==> config.mk <==
export PLATFORM = sky130hd
export DESIGN_NAME = sdram_request_port_flat
export DESIGN_NICKNAME = d
export VERILOG_FILES = /design/src/rtl/sdram_request_port_if.sv /design/src/rtl/sdram_request_port.sv /design/src/flat_wrapper.sv
export SDC_FILE = /design/constraint.sdc
export NUM_CORES = 1
export LEC_CHECK = 0
export ABC_CLOCK_PERIOD_IN_PS = 2020
export CAP_MARGIN = 20
export CORE_UTILIZATION = 38
export CTS_CLUSTER_DIAMETER = 100
export DETAILED_ROUTE_END_ITERATION = 16
export PLACE_DENSITY = 0.74
export SETUP_SLACK_MARGIN = 0.5
export SLEW_MARGIN = 20
export SYNTH_ARGS = -nofsm -noshare
export SYNTH_HDL_FRONTEND = slang
export SYNTH_SLANG_ARGS = --single-unit
export TNS_END_PERCENT = 30
==> constraint.sdc <==
create_clock -name clk100_0ds -period 2.02 [get_ports clk100_0ds]
set_input_delay 0.303 -clock clk100_0ds [delete_from_list [all_inputs] [get_ports clk100_0ds]]
set_output_delay 0.303 -clock clk100_0ds [all_outputs]
set_load 0.02 [all_outputs]
==> src/rtl/sdram_request_port_if.sv <==
// Signal bundle linking the Hack CPU memory port, the SDRAM request FIFO and the RAM manager.
// slave is the requester's view; master is the surrounding CPU/FIFO/manager environment.
interface sdram_request_port_if #(
   parameter int unsigned ADDR_W = 20,
   parameter int unsigned DATA_W = 16
);
   logic [ADDR_W-1:0] cpu_addr;
   logic [DATA_W-1:0] cpu_wdata;
   logic              cpu_we;
   logic              cpu_re;
   logic [DATA_W-1:0] cpu_rdata;
   logic              cpu_ready;
   logic              cpu_busy;
   logic              cpu_err;
   logic [ADDR_W-1:0] sdram_buffer_addr_in;
   logic [DATA_W-1:0] sdram_buffer_data_in;
   logic              sdram_buffer_rw_in;
   logic              sdram_buffer_wrreq;
   logic              sdram_buffer_full;
   logic              sdram_buffer_empty;
   logic [DATA_W-1:0] data_output;
   logic [ADDR_W-1:0] current_address;

   modport slave (
      input  cpu_addr, cpu_wdata, cpu_we, cpu_re,
      input  sdram_buffer_full, sdram_buffer_empty, data_output, current_address,
      output cpu_rdata, cpu_ready, cpu_busy, cpu_err,
      output sdram_buffer_addr_in, sdram_buffer_data_in, sdram_buffer_rw_in, sdram_buffer_wrreq
   );

   modport master (
      output cpu_addr, cpu_wdata, cpu_we, cpu_re,
      output sdram_buffer_full, sdram_buffer_empty, data_output, current_address,
      input  cpu_rdata, cpu_ready, cpu_busy, cpu_err,
      input  sdram_buffer_addr_in, sdram_buffer_data_in, sdram_buffer_rw_in, sdram_buffer_wrreq
   );
endinterface

==> src/rtl/sdram_request_port.sv <==
// CPU-side requester feeding the SDRAM request FIFO: posted writes, blocking reads with timeout.
// Optional single-entry write-to-read forwarding is enabled with SDRAM_WRITE_FORWARD_EN.
module sdram_request_port #(
   parameter int unsigned ADDR_W         = 20,
   parameter int unsigned DATA_W         = 16,
   parameter int unsigned TIMEOUT_CYCLES = 1023
) (
   input logic                 clk100_0ds,
   input logic                 rst_n,
   sdram_request_port_if.slave bus
);
   localparam int unsigned CntW = $clog2(TIMEOUT_CYCLES + 1);

   typedef enum logic [2:0] {StIdle, StWrPush, StRdPush, StRdWait, StDone} state_e;

   state_e            state_q, state_d;
   logic [ADDR_W-1:0] addr_q, addr_d;
   logic [DATA_W-1:0] data_q, data_d;
   logic              rw_q, rw_d;
   logic [CntW-1:0]   cnt_q, cnt_d;
   logic [DATA_W-1:0] rdata_q, rdata_d;
   logic              err_q, err_d;
   logic              wrreq;

`ifdef SDRAM_WRITE_FORWARD_EN
   logic              fwd_valid_q, fwd_valid_d;
   logic [ADDR_W-1:0] fwd_addr_q, fwd_addr_d;
   logic [DATA_W-1:0] fwd_data_q, fwd_data_d;
`endif

   always_comb begin
      state_d = state_q;
      addr_d  = addr_q;
      data_d  = data_q;
      rw_d    = rw_q;
      cnt_d   = cnt_q;
      rdata_d = rdata_q;
      err_d   = err_q;
      wrreq   = 1'b0;
`ifdef SDRAM_WRITE_FORWARD_EN
      fwd_valid_d = fwd_valid_q;
      fwd_addr_d  = fwd_addr_q;
      fwd_data_d  = fwd_data_q;
`endif
      unique case (state_q)
         StIdle: begin
            // Write wins over a simultaneous read; the dropped read must be re-issued.
            if (bus.cpu_we) begin
               addr_d  = bus.cpu_addr;
               data_d  = bus.cpu_wdata;
               rw_d    = 1'b1;
               state_d = StWrPush;
`ifdef SDRAM_WRITE_FORWARD_EN
               fwd_valid_d = 1'b1;
               fwd_addr_d  = bus.cpu_addr;
               fwd_data_d  = bus.cpu_wdata;
`endif
            end else if (bus.cpu_re) begin
`ifdef SDRAM_WRITE_FORWARD_EN
               // Forwarded reads create no FIFO entry, so the entry outputs keep their values.
               if (fwd_valid_q && (bus.cpu_addr == fwd_addr_q)) begin
                  rdata_d = fwd_data_q;
                  state_d = StDone;
               end else
`endif
               begin
                  addr_d  = bus.cpu_addr;
                  data_d  = '0;
                  rw_d    = 1'b0;
                  state_d = StRdPush;
               end
            end
         end
         StWrPush: begin
            if (!bus.sdram_buffer_full) begin
               wrreq   = 1'b1;
               state_d = StDone;
            end
         end
         StRdPush: begin
            if (!bus.sdram_buffer_full) begin
               wrreq   = 1'b1;
               cnt_d   = '0;
               state_d = StRdWait;
            end
         end
         StRdWait: begin
            // The first two wait cycles are skipped to cover the FIFO empty-flag latency.
            if ((cnt_q >= CntW'(2)) && bus.sdram_buffer_empty &&
                (bus.current_address == addr_q)) begin
               rdata_d = bus.data_output;
               state_d = StDone;
            end else if (cnt_q == CntW'(TIMEOUT_CYCLES - 1)) begin
               err_d   = 1'b1;
               rdata_d = '1;
               state_d = StDone;
            end
            if (cnt_q != CntW'(TIMEOUT_CYCLES)) begin
               cnt_d = cnt_q + CntW'(1);
            end
         end
         StDone:  state_d = StIdle;
         default: state_d = StIdle;
      endcase
   end

   always_ff @(posedge clk100_0ds) begin
      if (!rst_n) begin
         state_q <= StIdle;
         addr_q  <= '0;
         data_q  <= '0;
         rw_q    <= 1'b0;
         cnt_q   <= '0;
         rdata_q <= '0;
         err_q   <= 1'b0;
`ifdef SDRAM_WRITE_FORWARD_EN
         fwd_valid_q <= 1'b0;
         fwd_addr_q  <= '0;
         fwd_data_q  <= '0;
`endif
      end else begin
         state_q <= state_d;
         addr_q  <= addr_d;
         data_q  <= data_d;
         rw_q    <= rw_d;
         cnt_q   <= cnt_d;
         rdata_q <= rdata_d;
         err_q   <= err_d;
`ifdef SDRAM_WRITE_FORWARD_EN
         fwd_valid_q <= fwd_valid_d;
         fwd_addr_q  <= fwd_addr_d;
         fwd_data_q  <= fwd_data_d;
`endif
      end
   end

   assign bus.cpu_rdata            = rdata_q;
   assign bus.cpu_ready            = (state_q == StDone);
   assign bus.cpu_busy             = (state_q != StIdle);
   assign bus.cpu_err              = err_q;
   assign bus.sdram_buffer_addr_in = addr_q;
   assign bus.sdram_buffer_data_in = data_q;
   assign bus.sdram_buffer_rw_in   = rw_q;
   assign bus.sdram_buffer_wrreq   = wrreq;
endmodule

==> src/flat_wrapper.sv <==
// flat-port wrapper written by rule: the top's interface ports become plain ports
module sdram_request_port_flat 
#(
   parameter int unsigned ADDR_W         = 20,
   parameter int unsigned DATA_W         = 16,
   parameter int unsigned TIMEOUT_CYCLES = 1023
)
  (clk100_0ds, rst_n, bus_cpu_addr, bus_cpu_wdata, bus_cpu_we, bus_cpu_re, bus_sdram_buffer_full, bus_sdram_buffer_empty, bus_data_output, bus_current_address, bus_cpu_rdata, bus_cpu_ready, bus_cpu_busy, bus_cpu_err, bus_sdram_buffer_addr_in, bus_sdram_buffer_data_in, bus_sdram_buffer_rw_in, bus_sdram_buffer_wrreq);
  sdram_request_port_if #(.ADDR_W(ADDR_W), .DATA_W(DATA_W)) bus_i ();
  input logic clk100_0ds;
  input logic rst_n;
  input wire logic [$bits(bus_i.cpu_addr)-1:0] bus_cpu_addr;
  input wire logic [$bits(bus_i.cpu_wdata)-1:0] bus_cpu_wdata;
  input wire logic [$bits(bus_i.cpu_we)-1:0] bus_cpu_we;
  input wire logic [$bits(bus_i.cpu_re)-1:0] bus_cpu_re;
  input wire logic [$bits(bus_i.sdram_buffer_full)-1:0] bus_sdram_buffer_full;
  input wire logic [$bits(bus_i.sdram_buffer_empty)-1:0] bus_sdram_buffer_empty;
  input wire logic [$bits(bus_i.data_output)-1:0] bus_data_output;
  input wire logic [$bits(bus_i.current_address)-1:0] bus_current_address;
  output wire logic [$bits(bus_i.cpu_rdata)-1:0] bus_cpu_rdata;
  output wire logic [$bits(bus_i.cpu_ready)-1:0] bus_cpu_ready;
  output wire logic [$bits(bus_i.cpu_busy)-1:0] bus_cpu_busy;
  output wire logic [$bits(bus_i.cpu_err)-1:0] bus_cpu_err;
  output wire logic [$bits(bus_i.sdram_buffer_addr_in)-1:0] bus_sdram_buffer_addr_in;
  output wire logic [$bits(bus_i.sdram_buffer_data_in)-1:0] bus_sdram_buffer_data_in;
  output wire logic [$bits(bus_i.sdram_buffer_rw_in)-1:0] bus_sdram_buffer_rw_in;
  output wire logic [$bits(bus_i.sdram_buffer_wrreq)-1:0] bus_sdram_buffer_wrreq;
  assign bus_i.cpu_addr = bus_cpu_addr;
  assign bus_i.cpu_wdata = bus_cpu_wdata;
  assign bus_i.cpu_we = bus_cpu_we;
  assign bus_i.cpu_re = bus_cpu_re;
  assign bus_i.sdram_buffer_full = bus_sdram_buffer_full;
  assign bus_i.sdram_buffer_empty = bus_sdram_buffer_empty;
  assign bus_i.data_output = bus_data_output;
  assign bus_i.current_address = bus_current_address;
  assign bus_cpu_rdata = bus_i.cpu_rdata;
  assign bus_cpu_ready = bus_i.cpu_ready;
  assign bus_cpu_busy = bus_i.cpu_busy;
  assign bus_cpu_err = bus_i.cpu_err;
  assign bus_sdram_buffer_addr_in = bus_i.sdram_buffer_addr_in;
  assign bus_sdram_buffer_data_in = bus_i.sdram_buffer_data_in;
  assign bus_sdram_buffer_rw_in = bus_i.sdram_buffer_rw_in;
  assign bus_sdram_buffer_wrreq = bus_i.sdram_buffer_wrreq;
  sdram_request_port #(.ADDR_W(ADDR_W), .DATA_W(DATA_W), .TIMEOUT_CYCLES(TIMEOUT_CYCLES)) u_core (.clk100_0ds(clk100_0ds), .rst_n(rst_n), .bus(bus_i));
endmodule
Yosys cells after proc, flatten, opt, wreduce, memory -nomap -nowiden. Index checks and enable logic that the tools add are counted.

Register bits: 67. Bits of input ports: 78. Output and inout bits: 57. Word-level logic and storage cells: 55.

Add/subtract/negate cells: 1. Magnitude comparators: 1. Equality and inequality tests: 12. Mux-type cells: 20. Bitwise gates (word level): 1. Reduce and logical (&&, ||, !) cells: 13.

Operators with widths (number): 16-bit 2-to-1 mux (4); 20-bit 2-to-1 mux (2); 20-bit equality test (1); 10-bit 2-to-1 mux (2); 10-bit one-hot mux with 2 select lines (1); 3-bit 2-to-1 mux (6); 3-bit one-hot mux with 4 select lines (1); 10-bit by 1-bit adder with 10-bit output, second input constant (1); 10-bit equality test, second input constant (1); 10-bit by 2-bit greater-or-equal comparator with 1-bit output, second input constant (1); 10-bit inequality test, second input constant (1); 3-bit by 2-bit equality test with 1-bit output, second input constant (2); 3-bit AND reduction (2); 2-bit nonzero test (3); 1-bit 2-to-1 mux (4); 2-bit inequality test, second input constant (2); 2-bit AND reduction (2); 4-bit AND reduction (1); 3-bit by 1-bit equality test with 1-bit output, second input constant (1); 3-bit equality test, second input constant (1); 3-bit zero test (1); 3-bit by 1-bit inequality test with 1-bit output, second input constant (1); 3-bit inequality test, second input constant (1); 3-bit nonzero test (1); other kinds (4) (5).

Depth between registers and ports, before layout.
Depth in word-level cells: 5. Mapped depth: 8. Gate-level depth less buffers: 7.

Least setup slack after synthesis. No wires, ideal clock.

Kind: register to register. Start: reg u_core.addr_q[19], in the netlist u_core.bus.sdram_buffer_addr_in[19]. End: reg u_core.rdata_q[10], in the netlist u_core.bus.cpu_rdata[10]. Library setup time: 72 ps. Arrival: 2049 ps. Required time: 1948 ps. Slack: -101 ps. Stages on the path, launching flop included: 7. Path buffers: 1. Period minus slack after synthesis: 2121 ps. Cell sequence: dfxtp_1 > xnor2_1 > nand4_1 > or4_4 > nor4_4 > buf_6 > mux2i_1.

Cells in the longest elaborated chain, start to end: 4. Elaborated cells on any way between the ends: 5. Those cells by class: 1 x eq/ne; 1 x mux; 3 x reduce/logical.

Ends and longest elaborated chain: from (decl) (RTL line sdram_request_port.sv:17) `logic [ADDR_W-1:0] addr_q, addr_d;`; from (signal assigned) (RTL line sdram_request_port.sv:123) `addr_q <= addr_d;`; 20-bit equality test * (RTL line sdram_request_port.sv:90) `(bus.current_address == addr_q)) begin`; 1-bit logical AND * (RTL line sdram_request_port.sv:89) `if ((cnt_q >= CntW'(2)) && bus.sdram_buffer_empty &&`; 2-bit nonzero test (no line); 2-bit AND reduction (no line); to (signal assigned) (RTL line sdram_request_port.sv:127) `rdata_q <= rdata_d;`; to (decl) (RTL line sdram_request_port.sv:21) `logic [DATA_W-1:0] rdata_q, rdata_d;`.

Mark *: on every way between the ends. The rest lies on a longest branch, timed or not. A chain may end at the register's enable or synchronous reset.

Worst setup path in the final report.
Start: in bus_current_address[6]. End: reg u_core.rdata_q[14], in the netlist u_core.bus.cpu_rdata[14].

Cells in the longest elaborated chain, start to end: 4. Elaborated cells on any way between the ends: 5. Those cells by class: 1 x eq/ne; 1 x mux; 3 x reduce/logical.

Ends and longest elaborated chain: from (decl) (RTL line flat_wrapper.sv:19) `input wire logic [$bits(bus_i.current_address)-1:0] bus_current_address;`; 20-bit equality test * (RTL line sdram_request_port.sv:90); 1-bit logical AND * (RTL line sdram_request_port.sv:89); 2-bit nonzero test (no line); 2-bit AND reduction (no line).

Marked as above.

==> results summary <==
The number of cells traversed by the worst hold path is 3. Summing all placed instances gives a cell area of 4570 µm². The min-delay analysis places its worst path in the category input pin to flop. The depth of the worst register-to-register path came out at 6. The mean post-synth cell area came out at 8.73 µm². The highest achievable clock rate is 527 MHz. The total count of max-transition violations in the final report is 0. Summed over all cells, the static leakage comes to 1.85 nW.

The data required time at the worst endpoint is 2.29 ns. The global router's overall resource usage is 0.201. The detailed router put a total of 3550 µm of wire on met1. The arithmetic-cell share of the synthesized area counting full adders, half adders and majority gates is 0.00822. The number of clock buffers inserted by TritonCTS is 9. For this run, the register share of the synthesized area comes to 0.440. The final hold violation count came out at 0. The routability-driven placement congestion ratio is 0.851. The signal on the critical path passes through clkdlybuf4s50_1 -> xnor2_1 -> nand4_1 -> or4_4 -> nor4_4 -> bufbuf_16 -> mux2i_1. The root buffer cell chosen for the clock tree is sky130_fd_sc_hd__clkbuf_8. The final routed DRC violation total is 0. The most frequent cell after synthesis is sky130_fd_sc_hd__nand2_1. The die footprint is 8380 µm². The fraction of synthesized cell area taken by the top area cell type is 0.440. The longest clock path from root to sink contains 2 buffers. The register area is 1400 µm².

The detailed placer's ending HPWL came out at 6100 µm. The via count of the first global-routing pass is 2938. Clock-pin slew was measured on the worst setup and hold paths at 0.07 ns. The number of sinks driven by the clock tree came out at 67. The quantity of I/O buffers inserted on ports came out at 134.

The kind of cell with the highest combined delay along the critical path is buffers and inverters. In this run the vertical extent of the chip is 91.5 µm. The number of nets in the layout is 580. The number of inserted diodes is 0. The core area is 7730 µm².

The share of final-layout standard cells stronger than drive strength 1 came out at 0.156. The largest stage delay on the critical path came out at 0.51 ns. For this configuration, the core starts out at a cell density of 0.394. For the pin with the worst max-slew slack, the measured transition is 0.457 ns. The synthesized design contains 67 register bits. Max-cap violations in this run came to 0. The number of enable flip-flop cells after synthesis is 0.

The worst hold slack across all endpoints came out at 0.302 ns. In this run the worst path has a maximum fanout of 8. The global-route wire length before repair is 13400 µm. The arrival time at the worst endpoint is 2.16 ns. The count of warnings emitted by yosys is 0. The remaining number of nets flagged by the antenna check after routing is 0.

The routed design uses 4120 µm of met2 wire. The routed via count came out at 3008. Setup repair after global routing could not meet its margin everywhere. The period utilization came out at 0.940. The highest metal layer carrying signal wires in the routed design is met4. The area added between synthesis and finish is 61.6%.

Entering global routing, the biggest net connects 35 pins. The global route total overflow came out at 0. The run finished with clean final reports.

The slowest stage of the critical path is the sky130_fd_sc_hd__or4_4 cell. The floorplan die width came out at 91.5 µm. The time the final worst path needs with I/O delays and setup came out at 1.90 ns. The multi-input logic area is 1640 µm².

Of the post-synthesis cell area, the part taken by muxes is 0.0526. The I/O pin count came out at 135. The critical setup path kind is input pin to flop. For this run, asynchronously set or reset flops after synthesis account for 0. The largest voltage drop on the vdd net is 0.427 mV. In the routed layout, each cell is associated on average with a via count of 4.96. TritonCTS built the clock tree. The most used flip-flop cell after synthesis is sky130_fd_sc_hd__dfxtp_1. The detailed router finished its first iteration with 99 violations. The count of final setup violators came out at 0.

The non-filler instance count after layout is 607. The number of unique standard cell types used by synthesis is 39. The count of placed standard cells including taps came out at 580.

The clock latency on the worst-skew pair came out at 0.34 ns. The worst setup path is captured at a flop. The largest total area in the synthesized netlist belongs to sky130_fd_sc_hd__dfxtp_1. The share of synthesized cell area in and, or, nand and nor gates is 0.227. The headroom to the max-slew limit came out at 0.693. Of the total synthesized cell area, the portion taken by XOR and XNOR cells is 0.0805. When the netlist entered floorplanning its net count stood at 429. The number of levels in the clock H-tree is 3. The met3 wirelength from detailed routing is 616 µm. The commonest cells after synthesis are 70 x sky130_fd_sc_hd__nand2_1, 67 x sky130_fd_sc_hd__dfxtp_1, 24 x sky130_fd_sc_hd__xnor2_1. The number of cell rows is 32. Yosys attributes the largest share of cell area to sky130_fd_sc_hd__dfxtp_1 44%, sky130_fd_sc_hd__nand2_1 8.6%, sky130_fd_sc_hd__xnor2_1 6.9%. The number of stages on the worst setup path came out at 7.

The number of antenna violations at the first check in global routing was 0. In the final routed layout, each cell accounts on average for 13.8 µm. STA classifies the critical path startpoint as an input pin. The detailed-routing iteration count for the pre-antenna-repair pass is 4. The synthesized-area fraction occupied by ao, oa, aoi and oai cells came out at 0.154. Dividing total power by cell area gives a power density of 800 nW/µm². The number of buffer and inverter instances along the worst setup path is 2. The main combinational cell family by area after synthesis is simple AND/OR/NAND/NOR gates. The worst setup skew after layout came out at 0.00691 ns. The number of hold buffers added after cts is 0. The cell count after synthesis came out at 349. Wires add up to 8380 µm. With fillers left out, the area of the finished cells amounts to 4920 µm². The synthesized netlist occupies a cell area of 3050 µm². The filler cell count in the final layout came out at 678.
worst min-delay path, stage by stage:
cell and delay [ns]:
sky130_fd_sc_hd__buf_2 0.16, sky130_fd_sc_hd__nand2_1 0.08, sky130_fd_sc_hd__o31ai_1 0.06
cells in the final DEF, fill, tap and decap left out, drive strengths merged, types with 6 or more instances in the layout:
cell,count
clkdlybuf4s50,109
nand2,70
dfxtp,67
buf,26
xnor2,24
a21boi,20
dlygate4sd2,20
o21ai,19
nor2b,18
mux2i,16
a22oi,16
nor3,13
nor2,12
clkbuf,11
nand3,8
a21oi,7
inv,6
repair_timing:
| action | in CTS | in global routing |
|---|---|---|
| hold endpoints to repair | 0 | 0 |
| pin swaps | 17 | 3 |
| gates cloned | 1 | 0 |
| setup buffers | 6 | 4 |
| resized for setup | 39 | 15 |
| setup endpoints to repair | 97 | 89 |
sequential cells by signal, indices dropped and copies added, names as in the netlist:
signal,count
u_core.bus.sdram_buffer_addr_in,20
u_core.bus.cpu_rdata,16
u_core.bus.sdram_buffer_data_in,16
u_core.cnt_q,10
u_core.state_q,3
u_core.bus.cpu_err,1
u_core.bus.sdram_buffer_rw_in,1
cell type report:
| cell class | instances | share of cell area |
|---|---|---|
| Sequential cell | 67 | 0.285 |
| Inverter | 5 | 0.00381 |
| Clock buffer | 11 | 0.0331 |
| Timing Repair Buffer | 159 | 0.312 |
| Tap cell | 102 | 0.0259 |
| Multi-Input combinational cell | 258 | 0.333 |
| Clock inverter | 5 | 0.00686 |
metal layers:
layer	track usage	vias up
li1	-	1505
met1	0.231	1397
met2	0.352	97
met3	0.0645	9
met4	0.0595	0
met5	0	-
cell families after synthesis:
| group | Yosys count |
|---|---|
| AO/OA/AOI/OAI | 71 |
| multiplexers | 16 |
| flip-flops | 67 |
| adder cells (fa/ha/maj) | 2 |
| AND/OR/NAND/NOR | 141 |
| buffers and inverters | 24 |
| XOR/XNOR | 28 |
stage by stage:
stage / worst slack [ns] / power, mW / utilization / setup TNS (ns)
2_1_floorplan: -0.0877 / 2.28 / - / -0.877
3_3_place_gp: -0.299 / 2.86 / 0.591 / -5.02
3_5_place_dp: -0.401 / 2.88 / 0.591 / -6.35
4_1_cts: 0.0923 / 3.97 / 0.627 / 0
5_1_grt: 0.0499 / 4.18 / 0.637 / 0
6_report: 0.121 / 3.94 / 0.637 / 0
worst paths after layout:
| check | endpoint | startpoint | slack [ns] |
|---|---|---|---|
| setup / recovery | u_core.bus.cpu_rdata[14]$_SDFFE_PN0P_ | bus_current_address[6] | 0.12 |
| hold / removal | u_core.state_q[1]$_SDFFE_PN0P_ | rst_n | 0.30 |
| setup reg to reg | u_core.bus.cpu_rdata[14]$_SDFFE_PN0P_ | u_core.bus.sdram_buffer_addr_in[10]$_SDFFE_PN0P_ | 0.13 |
| hold reg to reg | u_core.bus.cpu_err$_SDFFE_PN0P_ | u_core.bus.cpu_err$_SDFFE_PN0P_ | 0.46 |
report_power, final:
part / internal (mW) / switching, mW
Clock: 0.554 / 0.517
Sequential: 1.48 / 0.116
Combinational: 0.618 / 0.655
No activity file was read; power rests on OpenSTA's default activity.
